==> config.mk <==
export PLATFORM = sky130hd
export DESIGN_NAME = hilo_muldiv_unit
export DESIGN_NICKNAME = d
export VERILOG_FILES = /design/src/rtl/hilo_muldiv_unit.sv
export SDC_FILE = /design/constraint.sdc
export NUM_CORES = 2
export LEC_CHECK = 0
export CAP_MARGIN = 10
export CORE_MARGIN = 2
export CORE_UTILIZATION = 60
export DETAILED_ROUTE_END_ITERATION = 12
export PLACE_DENSITY = 0.8
export SLEW_MARGIN = 30
export SYNTH_ARGS = -nofsm -noshare
export SYNTH_HDL_FRONTEND = slang
export SYNTH_SLANG_ARGS = --single-unit
==> constraint.sdc <==
create_clock -name clk -period 16.2 [get_ports clk]
set_clock_uncertainty 0.15 [all_clocks]
set_input_delay 3.24 -clock clk [delete_from_list [all_inputs] [get_ports clk]]
set_output_delay 3.24 -clock clk [all_outputs]
set_load 0.05 [all_outputs]
==> src/rtl/hilo_muldiv_unit.sv <==
// HI/LO register owner for the execute stage: moves, single-cycle multiply family
// and a 32-iteration restoring divider, behind a valid/ready + busy interface.
module hilo_muldiv_unit #(
    parameter int DIV_ITERS = 32
) (
    input  logic        clk,
    input  logic        resetn,
    input  logic        req_valid,
    output logic        req_ready,
    input  logic [12:0] hi_lo_op,
    input  logic [31:0] src_a,
    input  logic [31:0] src_b,
    input  logic        flush,
    output logic        busy,
    output logic        res_valid,
    output logic [31:0] res_data,
    output logic [31:0] hi,
    output logic [31:0] lo
);

    typedef enum logic [1:0] {
        IDLE = 2'd0,
        MUL  = 2'd1,
        DIV  = 2'd2,
        FIX  = 2'd3
    } state_t;

    state_t      state_q, state_d;
    logic [31:0] hi_q, hi_d, lo_q, lo_d;
    logic        res_valid_q, res_valid_d;
    logic [31:0] res_data_q, res_data_d;
    logic [4:0]  cnt_q, cnt_d;
    logic [31:0] a_q, a_d, b_q, b_d;
    logic [31:0] quo_q, quo_d, rem_q, rem_d;
    logic [6:0]  op_q, op_d;
    logic        negq_q, negq_d, negr_q, negr_d, dz_q, dz_d;

    logic        accept;
    logic [12:0] sel;
    logic        div_signed;
    logic        mul_signed;
    logic [63:0] mul_a, mul_b, prod;
    logic [32:0] trial;

    assign req_ready = (state_q == IDLE);
    assign busy      = (state_q != IDLE);
    assign res_valid = res_valid_q;
    assign res_data  = res_data_q;
    assign hi        = hi_q;
    assign lo        = lo_q;

    assign accept     = req_valid & req_ready & (|hi_lo_op) & ~flush;
    // Isolate the lowest set bit so malformed multi-hot ops resolve deterministically.
    assign sel        = hi_lo_op & (~hi_lo_op + 13'd1);
    assign div_signed = sel[4];

    // op_q holds sel[12:6]: [0]mult [1]multu [2]mul [3]madd [4]maddu [5]msub [6]msubu
    assign mul_signed = op_q[0] | op_q[2] | op_q[3] | op_q[5];
    assign mul_a      = {{32{mul_signed & a_q[31]}}, a_q};
    assign mul_b      = {{32{mul_signed & b_q[31]}}, b_q};
    assign prod       = mul_a * mul_b;

    assign trial = {rem_q, quo_q[31]} - {1'b0, b_q};

    always_comb begin
        state_d     = state_q;
        hi_d        = hi_q;
        lo_d        = lo_q;
        res_valid_d = 1'b0;
        res_data_d  = res_data_q;
        cnt_d       = cnt_q;
        a_d         = a_q;
        b_d         = b_q;
        quo_d       = quo_q;
        rem_d       = rem_q;
        op_d        = op_q;
        negq_d      = negq_q;
        negr_d      = negr_q;
        dz_d        = dz_q;

        case (state_q)
            IDLE: begin
                if (accept) begin
                    if (sel[0]) begin
                        hi_d = src_a;
                    end else if (sel[1]) begin
                        lo_d = src_a;
                    end else if (sel[2]) begin
                        res_valid_d = 1'b1;
                        res_data_d  = hi_q;
                    end else if (sel[3]) begin
                        res_valid_d = 1'b1;
                        res_data_d  = lo_q;
                    end else if (sel[4] | sel[5]) begin
                        // a_q keeps the raw dividend for the divide-by-zero HI result.
                        a_d     = src_a;
                        quo_d   = (div_signed & src_a[31]) ? -src_a : src_a;
                        b_d     = (div_signed & src_b[31]) ? -src_b : src_b;
                        rem_d   = 32'd0;
                        cnt_d   = 5'd0;
                        negq_d  = div_signed & (src_a[31] ^ src_b[31]);
                        negr_d  = div_signed & src_a[31];
                        dz_d    = (src_b == 32'd0);
                        state_d = DIV;
                    end else begin
                        a_d     = src_a;
                        b_d     = src_b;
                        op_d    = sel[12:6];
                        state_d = MUL;
                    end
                end
            end
            MUL: begin
                if (op_q[0] | op_q[1]) begin
                    {hi_d, lo_d} = prod;
                end else if (op_q[3] | op_q[4]) begin
                    {hi_d, lo_d} = {hi_q, lo_q} + prod;
                end else if (op_q[5] | op_q[6]) begin
                    {hi_d, lo_d} = {hi_q, lo_q} - prod;
                end else begin
                    res_valid_d = 1'b1;
                    res_data_d  = prod[31:0];
                end
                state_d = IDLE;
            end
            DIV: begin
                if (!trial[32]) begin
                    rem_d = trial[31:0];
                    quo_d = {quo_q[30:0], 1'b1};
                end else begin
                    rem_d = {rem_q[30:0], quo_q[31]};
                    quo_d = {quo_q[30:0], 1'b0};
                end
                cnt_d = cnt_q + 5'd1;
                if (cnt_q == 5'(DIV_ITERS - 1)) begin
                    state_d = FIX;
                end
            end
            FIX: begin
                if (dz_q) begin
                    lo_d = 32'hFFFF_FFFF;
                    hi_d = a_q;
                end else begin
                    lo_d = negq_q ? -quo_q : quo_q;
                    hi_d = negr_q ? -rem_q : rem_q;
                end
                state_d = IDLE;
            end
            default: state_d = IDLE;
        endcase

        if (flush) begin
            state_d     = IDLE;
            hi_d        = hi_q;
            lo_d        = lo_q;
            res_valid_d = 1'b0;
            res_data_d  = res_data_q;
        end
    end

    always_ff @(posedge clk or negedge resetn) begin
        if (!resetn) begin
            state_q     <= IDLE;
            hi_q        <= 32'd0;
            lo_q        <= 32'd0;
            res_valid_q <= 1'b0;
            res_data_q  <= 32'd0;
            cnt_q       <= 5'd0;
            a_q         <= 32'd0;
            b_q         <= 32'd0;
            quo_q       <= 32'd0;
            rem_q       <= 32'd0;
            op_q        <= 7'd0;
            negq_q      <= 1'b0;
            negr_q      <= 1'b0;
            dz_q        <= 1'b0;
        end else begin
            state_q     <= state_d;
            hi_q        <= hi_d;
            lo_q        <= lo_d;
            res_valid_q <= res_valid_d;
            res_data_q  <= res_data_d;
            cnt_q       <= cnt_d;
            a_q         <= a_d;
            b_q         <= b_d;
            quo_q       <= quo_d;
            rem_q       <= rem_d;
            op_q        <= op_d;
            negq_q      <= negq_d;
            negr_q      <= negr_d;
            dz_q        <= dz_d;
        end
    end

endmodule

Word-level counts from Yosys, hierarchy flattened
Cells that the tools add are included.
{"block": "totals", "input_bits": 81, "elab_cells": 158, "register_bits": 242}
{"block": "op_classes", "addsub": 9, "muxes": 71, "n_reduce_logical": 16, "bitwise": 24, "n_mul": 1, "eq_ne": 23}
{"cell": "two-way mux 32 bit", "count": 39}
{"cell": "one-hot mux 32 bit (2 select lines)", "count": 3}
{"cell": "one-hot mux 32 bit (3 select lines)", "count": 2}
{"cell": "negator 32 bit", "count": 4}
{"cell": "adder 64 bit", "count": 1}
{"cell": "multiplier 33 x 33 -> 64 bit", "count": 1}
{"cell": "subtractor 64 bit", "count": 1}
{"cell": "subtractor 33 x 32 -> 33 bit", "count": 1}
{"cell": "logical NOT 32 bit", "count": 1}
{"cell": "two-way mux 5 bit", "count": 6}
{"cell": "AND reduction 7 bit", "count": 3}
{"cell": "AND reduction 6 bit", "count": 3}
{"cell": "two-way mux 2 bit", "count": 8}
{"cell": "inequality test 3 bit (second input constant)", "count": 5}
{"cell": "inequality test 2 bit (second input constant)", "count": 7}
{"cell": "adder 13 x 1 -> 13 bit (second input constant)", "count": 1}
{"cell": "bitwise AND 13 bit", "count": 1}
{"cell": "NOT 13 bit", "count": 1}
{"cell": "OR reduction 13 bit", "count": 1}
{"cell": "two-way mux 1 bit", "count": 10}
{"cell": "one-hot mux 5 bit (2 select lines)", "count": 1}
{"cell": "AND reduction 9 bit", "count": 1}
{"cell": "bitwise AND 1 bit", "count": 8}
{"cell": "inequality test 2 x 1 -> 1 bit (second input constant)", "count": 4}
{"cell": "other kinds (16)", "count": 31}

Depth between registers and ports, before layout
{"block": "depth", "ltp_word": 12, "ltp_mapped": 45, "ltp_nobuf": 42}

Worst setup path before layout
No wires, ideal clock.
{"block": "synth_path", "path_type": "register to register", "startpoint": "register op_q[5]", "endpoint": "register hi_q[21] (netlist: hi[21])", "required_ns": 15.919, "period_less_slack_ns": 10.566, "path_stages_with_launch": 40, "n_path_buf": 3, "arrival_time_ns": 10.285, "path_slack_ns": 5.634, "cell_sequence": "dfrtp_1 -> or4_1 -> clkbuf_1 -> and3_1 -> fa_1 -> inv_1 -> fa_1 -> inv_1 -> fa_1 -> fa_1 -> inv_1 -> fa_1 -> fa_1 -> fa_1 -> fa_1 -> inv_1 -> ha_1 -> clkbuf_1 -> (+4 left out) -> a21oi_1 -> and2_1 -> nand2b_1 -> a21boi_0 -> xor2_1 -> inv_1 -> ha_1 -> clkbuf_1 -> o21bai_1 -> a21o_1 -> or3_1 -> nor4_1 -> o31ai_1 -> a2111oi_0 -> a21oi_1 -> xnor2_1 -> a221oi_1 -> o21ai_1"}
{"block": "synth_between", "elab_chain_cells": 8, "word_cells_on_any_way": 13}
{"element": "start, declared", "line_no": "35", "rtl": "logic [6:0] op_q, op_d;"}
{"element": "start signal, assigned", "line_no": "188", "rtl": "op_q <= op_d;"}
{"element": "OR 1 bit", "line_no": "58", "rtl": "assign mul_signed = op_q[0] | op_q[2] | op_q[3] | op_q[5];"}
{"element": "bitwise AND 1 bit, on equally long branches", "line_no": "59, 60"}
{"element": "multiplier 33 x 33 -> 64 bit", "line_no": "61", "rtl": "assign prod = mul_a * mul_b;"}
{"element": "subtractor 64 bit", "line_no": "119", "rtl": "{hi_d, lo_d} = {hi_q, lo_q} - prod;"}
{"element": "two-way mux 32 bit", "line_no": "118", "rtl": "end else if (op_q[5] | op_q[6]) begin"}
{"element": "two-way mux 32 bit", "line_no": "116", "rtl": "end else if (op_q[3] | op_q[4]) begin"}
{"element": "two-way mux 32 bit", "line_no": "114", "rtl": "if (op_q[0] | op_q[1]) begin"}
{"element": "one-hot mux 32 bit (3 select lines)", "line_no": "81", "rtl": "case (state_q)"}
{"element": "end signal, assigned", "line_no": "179", "rtl": "hi_q <= hi_d;"}
{"element": "end, declared", "line_no": "29", "rtl": "logic [31:0] hi_q, hi_d, lo_q, lo_d;"}
Parallel ways exist; a longest one is shown, timed or not. The select of a mux whose other input is x is not followed.
A chain may end at the register's enable or synchronous reset.

Worst setup path after layout
{"block": "layout_path", "startpoint": "register op_q[3]", "endpoint": "register hi_q[31] (netlist: hi[31])"}
{"block": "layout_between", "elab_chain_cells": 9, "word_cells_on_any_way": 14}
{"element": "OR 1 bit (2 in a row)", "line_no": "58"}
{"element": "bitwise AND 1 bit, on equally long branches", "line_no": "59, 60"}
{"element": "multiplier 33 x 33 -> 64 bit", "line_no": "61"}
{"element": "subtractor 64 bit", "line_no": "119"}
{"element": "two-way mux 32 bit", "line_no": "118"}
{"element": "two-way mux 32 bit", "line_no": "116"}
{"element": "two-way mux 32 bit", "line_no": "114"}
{"element": "one-hot mux 32 bit (3 select lines)", "line_no": "81"}
Parallel ways exist; a longest one is shown, timed or not. The select of a mux whose other input is x is not followed.

==> flow_summary.yaml <==
sta:
  report.final.slew_viol_count: 0
  finalHoldViolations: 0
  min_period_ps: 13020
  worst_slack_ps: 3180
  grt_setup_unrepaired: "no"
  tns_ps: 0
  setup_viol_count_final: 0
  fmax_ghz: 0.0768
  tightest_slew_ps: 1050
  slew_headroom: 0.298
  period_share: 0.804
final_layout:
  drive_gt1_frac: 0.0406
  postLayoutCellArea_mm2: 0.0652
  area_growth_pct: 6.20
  multiInputGateArea_mm2: 0.0489
  nets: 8765
  final-seq-area_mm2: 0.00607
  fillerInstances: 8577
floorplan:
  die_h_um: 324
  fp-row-count: 117
  start_util: 0.604
  io_pins: 180
  die_area_mm2: 0.105
  core-area_mm2: 0.102
  die_w_um: 324
setup_path:
  endpoint_kind: "flip-flop"
  crit_fanout: 22
  cp.required_ps: 16620
  crit_slowest_cell: "or4_2"
  cp.arrival_ps: 13440
  worst_setup_path_start_kind: "flip-flop"
  critPathKind: "reg -> reg"
  max_stage_delay_ps: 1050
  crit_path_frequent_cell: "fa_1"
clock_tree:
  cts_tree: "built"
  cts_buffers: 30
  cts_max_level: 1
  cts_root_buf: "clkbuf_16"
  cts-hold-fix-buffers: 0
  clock_sinks: 242
  clkLatencyLatePin_ps: 660
  post-cts-setup-buffers: 0
  cts_resized: 0
  cts_buffer_depth: 3
  clkTransAtPathRegs_ps: 70
drt:
  wl_per_cell_um: 26.3
  wl_met2_um: 99500
  drt_iter0_drc: 6425
  detail-route-antenna-nets: 0
  route.detailed.drc: 0
  wl_um: 226000
  first_pass_iters: 9
  num_vias: 54301
  highest_layer: "met5"
  drt-met1-wl_um: 83700
  viasPerCell: 6.34
  met3_length_um: 25200
hold_path:
  min_path_type: "reg -> reg"
status:
  status: "complete, no violations"
placed_design:
  gp_congestion: 1.06
  dp_slack_ps: 3430
  portBuffers: 179
  dp_hpwl_um: 178000
  place_area_mm2: 0.0641
global_route:
  grt_pass1_vias: 56160
  grt_pass1_wl_um: 341000
  grt.total_usage: 0.437
  grt_max_degree: 119
  grt_antenna_before_repair: 9
  grt_overflow_total: 0
logic_synthesis:
  synthArstFlopShare: 1.00
  synth_nets: 8903
  synth_edf_count: 0
  ys_seq_elements: 242
  yosys.cell_types.count: 92
  ys_seq_area_frac: 0.0986
  synth_warnings: 0
  synthFlopType: "dfrtp_1"
  syn_area_mm2: 0.0614
  syn_avg_cell_area_um2: 8.40
  synth_cells: 7313
flow_run:
  drv_cap: 0
==> path summary, 6_finish.rpt <==
path                       depth (start not counted)         start  slack, ps      endpoint
min in group asynchronous                          1        resetn       2440        lo[27]
min                                                2  res_data[19]        330  res_data[19]
max reg2reg                                       37       op_q[3]       3180        hi[31]
max in group asynchronous                          2        resetn      12240       b_q[24]
min reg2reg                                        2  res_data[19]        330  res_data[19]
max                                               37       op_q[3]       3180        hi[31]
==> worst max-delay path: cells and delay by family (launching register included) <==
kind                     cells  cell delay [ps]
adder cells (fa/ha/maj)     10             5200
AO/OA/AOI/OAI               15             3300
AND/OR/NAND/NOR              6             2260
XOR/XNOR                     2              860
buffers and inverters        4              680
flip-flops                   1              440
==> cell usage after synthesis (all sizes together) (35+ instances only) <==
| cell type | number | area [um^2] |
|---|---|---|
| nor3 | 68 | 345 |
| mux2i | 46 | 460 |
| fa | 1128 | 22600 |
| nand3 | 78 | 395 |
| nor2 | 363 | 1360 |
| ha | 381 | 4770 |
| clkbuf | 411 | 1540 |
| and2 | 295 | 1850 |
| xor2 | 106 | 928 |
| buf | 52 | 260 |
| nor2b | 42 | 263 |
| mux2 | 35 | 394 |
| o21bai | 56 | 420 |
| o21ai | 317 | 1600 |
| nor4 | 37 | 253 |
| a31oi | 39 | 250 |
| dfrtp | 242 | 6060 |
| nand4 | 38 | 238 |
| nand2 | 1106 | 4150 |
| xnor2 | 177 | 1550 |
| a21o | 70 | 526 |
| o31ai | 63 | 505 |
| a21oi | 387 | 1940 |
| inv | 1278 | 4800 |
| or3 | 39 | 264 |
==> layout by cell type (no fill, tap or decap), types with 15 or more instances in the layout <==
master | Yosys | layout
o21ai_0 | 301 | 300
xor2_1 | 106 | 106
nand4_1 | 38 | 38
a21o_1 | 70 | 70
o41ai_1 | 17 | 17
dfrtp_2 | 0 | 15
a21oi_1 | 386 | 386
o221ai_1 | 29 | 29
or2_2 | 18 | 18
nand3_1 | 77 | 77
nor2_1 | 363 | 357
nor2b_1 | 42 | 41
or3_1 | 35 | 35
o21bai_1 | 56 | 56
o21a_1 | 21 | 21
a221oi_1 | 30 | 30
o22ai_1 | 23 | 23
o311ai_0 | 24 | 24
nor3_1 | 67 | 66
and3_1 | 34 | 34
xnor2_1 | 177 | 177
and2_1 | 295 | 293
buf_4 | 5 | 112
a222oi_1 | 16 | 16
dfrtp_1 | 242 | 227
fa_1 | 1128 | 1128
nand2_1 | 1106 | 1104
a211oi_1 | 33 | 33
inv_1 | 1278 | 1278
nand2b_1 | 26 | 26
or4_1 | 17 | 16
ha_1 | 381 | 381
mux2i_1 | 46 | 46
o211ai_1 | 27 | 27
nor4_1 | 35 | 33
clkdlybuf4s50_1 | 0 | 178
o31ai_1 | 60 | 59
a31oi_1 | 38 | 38
clkbuf_16 | 0 | 30
mux2_2 | 35 | 35
==> kinds of logic (layout without fill, tap and decap cells) <==
| group | Yosys count | in the layout | synth area share |
|---|---|---|---|
| compound gates | 1262 | 1262 | 0.131 |
| fa+ha+maj | 1509 | 1509 | 0.445 |
| simple gates | 2194 | 2194 | 0.163 |
| mux | 81 | 81 | 0.0139 |
| flops | 242 | 242 | 0.0986 |
| other cells | 0 | 4 | 0 |
| buf+inv | 1742 | 1628 | 0.108 |
| xor+xnor | 283 | 283 | 0.0404 |
==> layout make-up <==
cell class,count,share of cell area
Inverter,1279,0.0736
Multi-Input combinational cell,5329,0.749
Clock buffer,41,0.0132
Timing Repair Buffer,293,0.0412
Clock inverter,15,0.00320
Antenna cell,4,0.000153
Sequential cell,242,0.0931
Tap cell,1368,0.0262
==> state kept, by name (all words and copies together) (netlist names) <==
register	cells
negr_q	1
lo	32
quo_q	32
op_q	7
hi	32
res_valid	1
b_q	32
dz_q	1
a_q	32
res_data	32
negq_q	1
cnt_q	5
rem_q	32
state_q	2
==> per-layer routing <==
layer / GRT usage / vias to the layer above
met5: 0 / -
met4: 0.274 / 4
met3: 0.0966 / 873
met2: 0.668 / 3427
met1: 0.567 / 27179
li1: - / 22818
==> through the flow <==
step	util	std cells	hold WS, ps
floorplan	-	7313	295
global placement	0.631	8510	311
detailed placement	0.631	8511	321
CTS	0.642	8567	333
global route	0.642	8567	348
finish	0.642	8571	328
Power is not shown: default switching activity piles up to over one toggle a cycle in this logic, so the estimate is an artifact.
